### src/rtl/tmds_pkg.sv
// Shared TMDS receive definitions: control tokens, FSM states, token lookup.
package tmds_pkg;

    localparam logic [9:0] CTRL_TOKEN_00 = 10'h354;
    localparam logic [9:0] CTRL_TOKEN_01 = 10'h0AB;
    localparam logic [9:0] CTRL_TOKEN_10 = 10'h154;
    localparam logic [9:0] CTRL_TOKEN_11 = 10'h2AB;

    typedef enum logic [1:0] {
        ST_SEARCH,
        ST_SETTLE,
        ST_LOCKED
    } state_e;

    // Returns {is_token, ctrl[1:0]}
    function automatic logic [2:0] token_ctrl(input logic [9:0] w);
        case (w)
            CTRL_TOKEN_00: return 3'b100;
            CTRL_TOKEN_01: return 3'b101;
            CTRL_TOKEN_10: return 3'b110;
            CTRL_TOKEN_11: return 3'b111;
            default:       return 3'b000;
        endcase
    endfunction

endpackage

### src/rtl/tmds_word_decode.sv
// Combinational classify of one 10b TMDS word and 10b->8b data decode.
module tmds_word_decode
    import tmds_pkg::*;
(
    input  logic [9:0] word,
    output logic       is_token,
    output logic [1:0] ctrl,
    output logic [7:0] data
);

    logic [7:0] w;

    always_comb begin
        {is_token, ctrl} = token_ctrl(word);
        w = word[9] ? ~word[7:0] : word[7:0];
        data = '0;
        data[0] = w[0];
        for (int i = 1; i < 8; i++) begin
            data[i] = word[8] ? (w[i] ^ w[i-1]) : ~(w[i] ^ w[i-1]);
        end
    end

endmodule

### src/rtl/tmds_decoder.sv
// TMDS channel decoder with control-token word alignment and bitslip.
// Optional TMDS_DECODER_STATS_EN adds slip_count_out (bitslips since reset).
module tmds_decoder
    import tmds_pkg::*;
#(
    parameter int CTRL_MATCH    = 16,
    parameter int SEARCH_WINDOW = 2048,
    parameter int SLIP_SETTLE   = 8,
    parameter int LOCK_TIMEOUT  = 4096
) (
    input  logic        clk_in,
    input  logic        rst_in,
    input  logic [9:0]  tmds_in,
    output logic [7:0]  data_out,
    output logic [1:0]  control_out,
    output logic        ve_out,
    output logic        locked_out,
    output logic        bitslip_out
`ifdef TMDS_DECODER_STATS_EN
    ,
    output logic [15:0] slip_count_out
`endif
);

    localparam int IDLE_MAX = (SEARCH_WINDOW > LOCK_TIMEOUT) ? SEARCH_WINDOW : LOCK_TIMEOUT;
    localparam int TOK_W    = $clog2(CTRL_MATCH + 1);
    localparam int IDLE_W   = $clog2(IDLE_MAX + 1);
    localparam int SET_W    = $clog2(SLIP_SETTLE + 1);

    localparam logic [TOK_W-1:0]  TOK_LAST  = TOK_W'(CTRL_MATCH - 1);
    localparam logic [IDLE_W-1:0] WIN_LAST  = IDLE_W'(SEARCH_WINDOW - 1);
    localparam logic [IDLE_W-1:0] LOST_LAST = IDLE_W'(LOCK_TIMEOUT - 1);
    localparam logic [SET_W-1:0]  SET_LAST  = SET_W'(SLIP_SETTLE - 1);

    logic [9:0]        word_q;
    state_e            state_q, state_d;
    logic [TOK_W-1:0]  tok_q, tok_d;
    logic [IDLE_W-1:0] idle_q, idle_d;
    logic [SET_W-1:0]  settle_q, settle_d;
    logic [7:0]        data_d;
    logic [1:0]        ctrl_d;
    logic              ve_d, lock_d, slip_d;

    logic              is_token;
    logic [1:0]        ctrl;
    logic [7:0]        dec;

    tmds_word_decode u_dec (
        .word     (word_q),
        .is_token (is_token),
        .ctrl     (ctrl),
        .data     (dec)
    );

    always_ff @(posedge clk_in) begin
        if (rst_in) word_q <= '0;
        else        word_q <= tmds_in;
    end

    always_comb begin
        state_d  = state_q;
        tok_d    = tok_q;
        idle_d   = idle_q;
        settle_d = settle_q;
        data_d   = data_out;
        ctrl_d   = control_out;
        ve_d     = 1'b0;
        lock_d   = 1'b0;
        slip_d   = 1'b0;
        unique case (state_q)
            ST_SEARCH: begin
                data_d = '0;
                ctrl_d = '0;
                if (is_token) begin
                    idle_d = '0;
                    if (tok_q == TOK_LAST) begin
                        state_d = ST_LOCKED;
                        lock_d  = 1'b1;
                        ctrl_d  = ctrl;
                        tok_d   = '0;
                    end else begin
                        tok_d = tok_q + 1'b1;
                    end
                end else begin
                    tok_d = '0;
                    if (idle_q == WIN_LAST) begin
                        state_d  = ST_SETTLE;
                        slip_d   = 1'b1;
                        idle_d   = '0;
                        settle_d = '0;
                    end else begin
                        idle_d = idle_q + 1'b1;
                    end
                end
            end
            ST_SETTLE: begin
                data_d = '0;
                ctrl_d = '0;
                if (settle_q == SET_LAST) begin
                    state_d  = ST_SEARCH;
                    settle_d = '0;
                    tok_d    = '0;
                    idle_d   = '0;
                end else begin
                    settle_d = settle_q + 1'b1;
                end
            end
            ST_LOCKED: begin
                lock_d = 1'b1;
                if (is_token) begin
                    ctrl_d = ctrl;
                    idle_d = '0;
                end else if (idle_q == LOST_LAST) begin
                    // Alignment presumed lost: re-hunt before any slip
                    state_d = ST_SEARCH;
                    lock_d  = 1'b0;
                    data_d  = '0;
                    ctrl_d  = '0;
                    idle_d  = '0;
                    tok_d   = '0;
                end else begin
                    data_d = dec;
                    ve_d   = 1'b1;
                    idle_d = idle_q + 1'b1;
                end
            end
            default: state_d = ST_SEARCH;
        endcase
    end

    always_ff @(posedge clk_in) begin
        if (rst_in) begin
            state_q     <= ST_SEARCH;
            tok_q       <= '0;
            idle_q      <= '0;
            settle_q    <= '0;
            data_out    <= '0;
            control_out <= '0;
            ve_out      <= 1'b0;
            locked_out  <= 1'b0;
            bitslip_out <= 1'b0;
        end else begin
            state_q     <= state_d;
            tok_q       <= tok_d;
            idle_q      <= idle_d;
            settle_q    <= settle_d;
            data_out    <= data_d;
            control_out <= ctrl_d;
            ve_out      <= ve_d;
            locked_out  <= lock_d;
            bitslip_out <= slip_d;
        end
    end

`ifdef TMDS_DECODER_STATS_EN
    always_ff @(posedge clk_in) begin
        if (rst_in)
            slip_count_out <= '0;
        else if (slip_d && slip_count_out != 16'hFFFF)
            slip_count_out <= slip_count_out + 16'd1;
    end
`endif

endmodule

### config.mk
export PLATFORM = sky130hd
export DESIGN_NAME = tmds_decoder
export DESIGN_NICKNAME = d
export VERILOG_FILES = /design/src/rtl/tmds_pkg.sv /design/src/rtl/tmds_word_decode.sv /design/src/rtl/tmds_decoder.sv
export SDC_FILE = /design/constraint.sdc
export NUM_CORES = 1
export LEC_CHECK = 0
export CAP_MARGIN = 20
export CORE_ASPECT_RATIO = 2
export CORE_UTILIZATION = 56
export DETAILED_ROUTE_END_ITERATION = 7
export GPL_TIMING_DRIVEN = 0
export MAX_ROUTING_LAYER = met4
export PLACE_DENSITY = 0.79
export SYNTH_ARGS = -nofsm -noshare
export SYNTH_HDL_FRONTEND = slang
export SYNTH_SLANG_ARGS = --single-unit
### constraint.sdc
create_clock -name clk_in -period 2.4 [get_ports clk_in]
set_input_delay 0.24 -clock clk_in [delete_from_list [all_inputs] [get_ports clk_in]]
set_output_delay 0.24 -clock clk_in [all_outputs]
set_load 0.01 [all_outputs]
==> results.json <==
{
  "outcome": "complete, no violations",
  "endpoint_kind": "flop",
  "netlist_area_sq_um": 2370,
  "root_buffer": "clkbuf_8",
  "synth_area_leaders": "dfxtp_1, nor2_1, xnor2_1",
  "core_area_sq_um": 4090,
  "grt_use_met1_pct": 22.3,
  "post-route-util_pct": 67.5,
  "drc": 0,
  "path_clk_slew_ns": 0.09,
  "numCtsBuffers": 5,
  "synth_compound_area_share_pct": 10.5,
  "start_util_pct": 57.9,
  "avgSynthCellArea_sq_um": 9.00,
  "clkSinkCount": 47,
  "overflow": 0,
  "slew_viol_final": 0,
  "slew_headroom_pct": 53.1,
  "grt_pass1_wl_um": 8150,
  "worst_ep_required_time_ns": 2.61,
  "grt.total_usage_pct": 26.3,
  "ctsHoldBuffers": 0,
  "synth_common_cells": "dfxtp_1, nor2_1, nand2_1",
  "leakage_nw": 1.05,
  "period_needed_ns": 2.22,
  "post_cts_resized": 0,
  "synthDominantCellAreaShare_pct": 39.7,
  "htree_levels": 2,
  "synth-edff-count": 0,
  "antenna_found_initial": 0,
  "io_pins": 25,
  "wl_um": 4990,
  "drt-initial-drc-count": 44,
  "synth_top_family_by_area": "simple AND/OR/NAND/NOR gates",
  "synthCells": 263,
  "core.rowCount": 33,
  "yosysMostFrequentCell": "dfxtp_1",
  "hold_violations": 0,
  "die_h_um": 94.0,
  "synth_xor_area_share_pct": 8.88,
  "wl_per_cell_um": 14.4,
  "port_buffers": 24,
  "grt_max_degree": 15,
  "p_per_area_nw_per_um2": 497,
  "grt_setup_unrepaired": "no",
  "fin_nets": 313,
  "holdCritPathClass": "flop to flop",
  "critical_path_class": "flop to flop",
  "first_pass_iters": 4,
  "synth_async_sr_flop_share_pct": 0,
  "tightest_slew_ns": 0.696,
  "dieArea_sq_um": 4510,
  "ys_ff_latch": 47,
  "num_vias": 1940,
  "arrival_ns": 2.43,
  "fin_tns_setup_ns": 0,
  "worstSetupStartpointType": "flop",
  "cap_viol_max_count": 0,
  "synth_top_area_cell": "dfxtp_1",
  "synth-adder-area-share_pct": 3.70,
  "n_antenna_cell": 0,
  "clockBufferDepth": 2,
  "use_met3_pct": 5.58,
  "grt_pass1_vias": 1980,
  "syn_nets": 282,
  "top_usage_layer": "met2",
  "use_met2_pct": 47.7,
  "clk-insertion-delay-late_ns": 0.31,
  "worst-path-max-fanout": 6,
  "ir_drop_mv": 0.443,
  "cts_setup_buffers": 0,
  "fmax_mhz": 451,
  "synth.area.mux_share_pct": 5.13,
  "area_growth_pct": 16.5,
  "fin_crit_sh_pct": 92.4,
  "cts_tree": "done",
  "avgViaCountPerCell": 5.59,
  "die_w_um": 48.0,
  "clock_skew_ns": 0.00730,
  "synth_top_flop_cell": "dfxtp_1",
  "drtAntennaViolNets": 0,
  "gp_congestion": 0.806,
  "drive_above_1_share_pct": 7.80,
  "synth-simple-area-share_pct": 28.6,
  "synth_warnings": 0,
  "netlist-cell-type-count": 51,
  "dp_hpwl_um": 3830,
  "ys_seq_area_share_pct": 39.7,
  "finalSetupViolCount": 0
}
## flip-flops by register name (all words and copies together) (netlist names)
signal,count
word_q,10
ve_out,1
state_q,2
tok_q,5
bitslip_out,1
data_out,8
locked_out,1
control_out,2
settle_q,4
idle_q,13
## cell families (layout without fill, tap and decap cells)
group | count (synthesis) | after routing
compound gates | 36 | 36
simple gates | 120 | 120
mux | 12 | 12
flops | 47 | 47
buf+inv | 17 | 49
xor+xnor | 24 | 24
fa+ha+maj | 7 | 7
## path summary, 6_finish.rpt
path | to | slack, ns | from | depth (start not counted)
worst max-delay path | state_q[1] | 0.18 | idle_q[0] | 7
worst min-delay path | tok_q[4] | 0.45 | tok_q[4] | 2
worst max register to register | state_q[1] | 0.18 | idle_q[0] | 7
worst min register to register | tok_q[4] | 0.45 | tok_q[4] | 2
## where the power goes
part           switching, mW  internal, mW
Sequential            0.0164         0.793
Combinational         0.0399        0.0534
Clock                  0.266         0.204
## routing by layer
layer | part of all wire (%) | wire length [um]
met1 | 36 | 1780
met2 | 59 | 2940
met5 | 0 | 0
met3 | 2.3 | 116
met4 | 3.1 | 157
## worst max-delay path, stage by stage (launching register included)
cell,delay (ns)
dfxtp_1,0.38
ha_1,0.24
nand3_1,0.13
o41ai_2,0.69
nand2_1,0.11
a21oi_1,0.23
a311oi_1,0.14
a41o_1,0.22
## cell type report
class | instances | area (sq um)
clock buffers | 6 | 72.6
inverters | 5 | 18.8
multi-input cells | 199 | 1350
flip-flops and latches | 47 | 941
fillers | 321 | 1330
plain buffers | 12 | 61.3
clock inverters | 2 | 12.5
repair buffers | 24 | 240
well taps | 52 | 65.1
## cells in the final DEF (no fill, tap or decap), drive strengths merged, types with 3 or more instances in the layout
cell type and instances:
nor2 40, and3 3, nand4bb 3, a31oi 3, mux2i 11, clkdlybuf4s50 24
xor2 8, nand2 18, nor2b 10, ha 7, a21oi 13, nand3 12
inv 5, o21ai 6, nand4 5, xnor2 16, nor4 3, buf 4
dfxtp 47, nor3 7, nand2b 9, clkbuf 14
## stage by stage
| stage | instances | hold slack [ns] | power (mW) | setup slack (ns) | cell area (sq um) |
|---|---|---|---|---|---|
| floorplan | 263 | 0.368 | 0.889 | 0.569 | 2370 |
| global placement | 339 | 0.434 | 0.919 | 0.193 | 2670 |
| detailed placement | 339 | 0.445 | 0.922 | 0.181 | 2670 |
| CTS | 347 | 0.459 | 1.39 | 0.162 | 2760 |
| global route | 347 | 0.477 | 1.43 | 0.0137 | 2760 |
| finish | 347 | 0.455 | 1.37 | 0.183 | 2760 |
No activity file was read; power rests on OpenSTA's default activity.
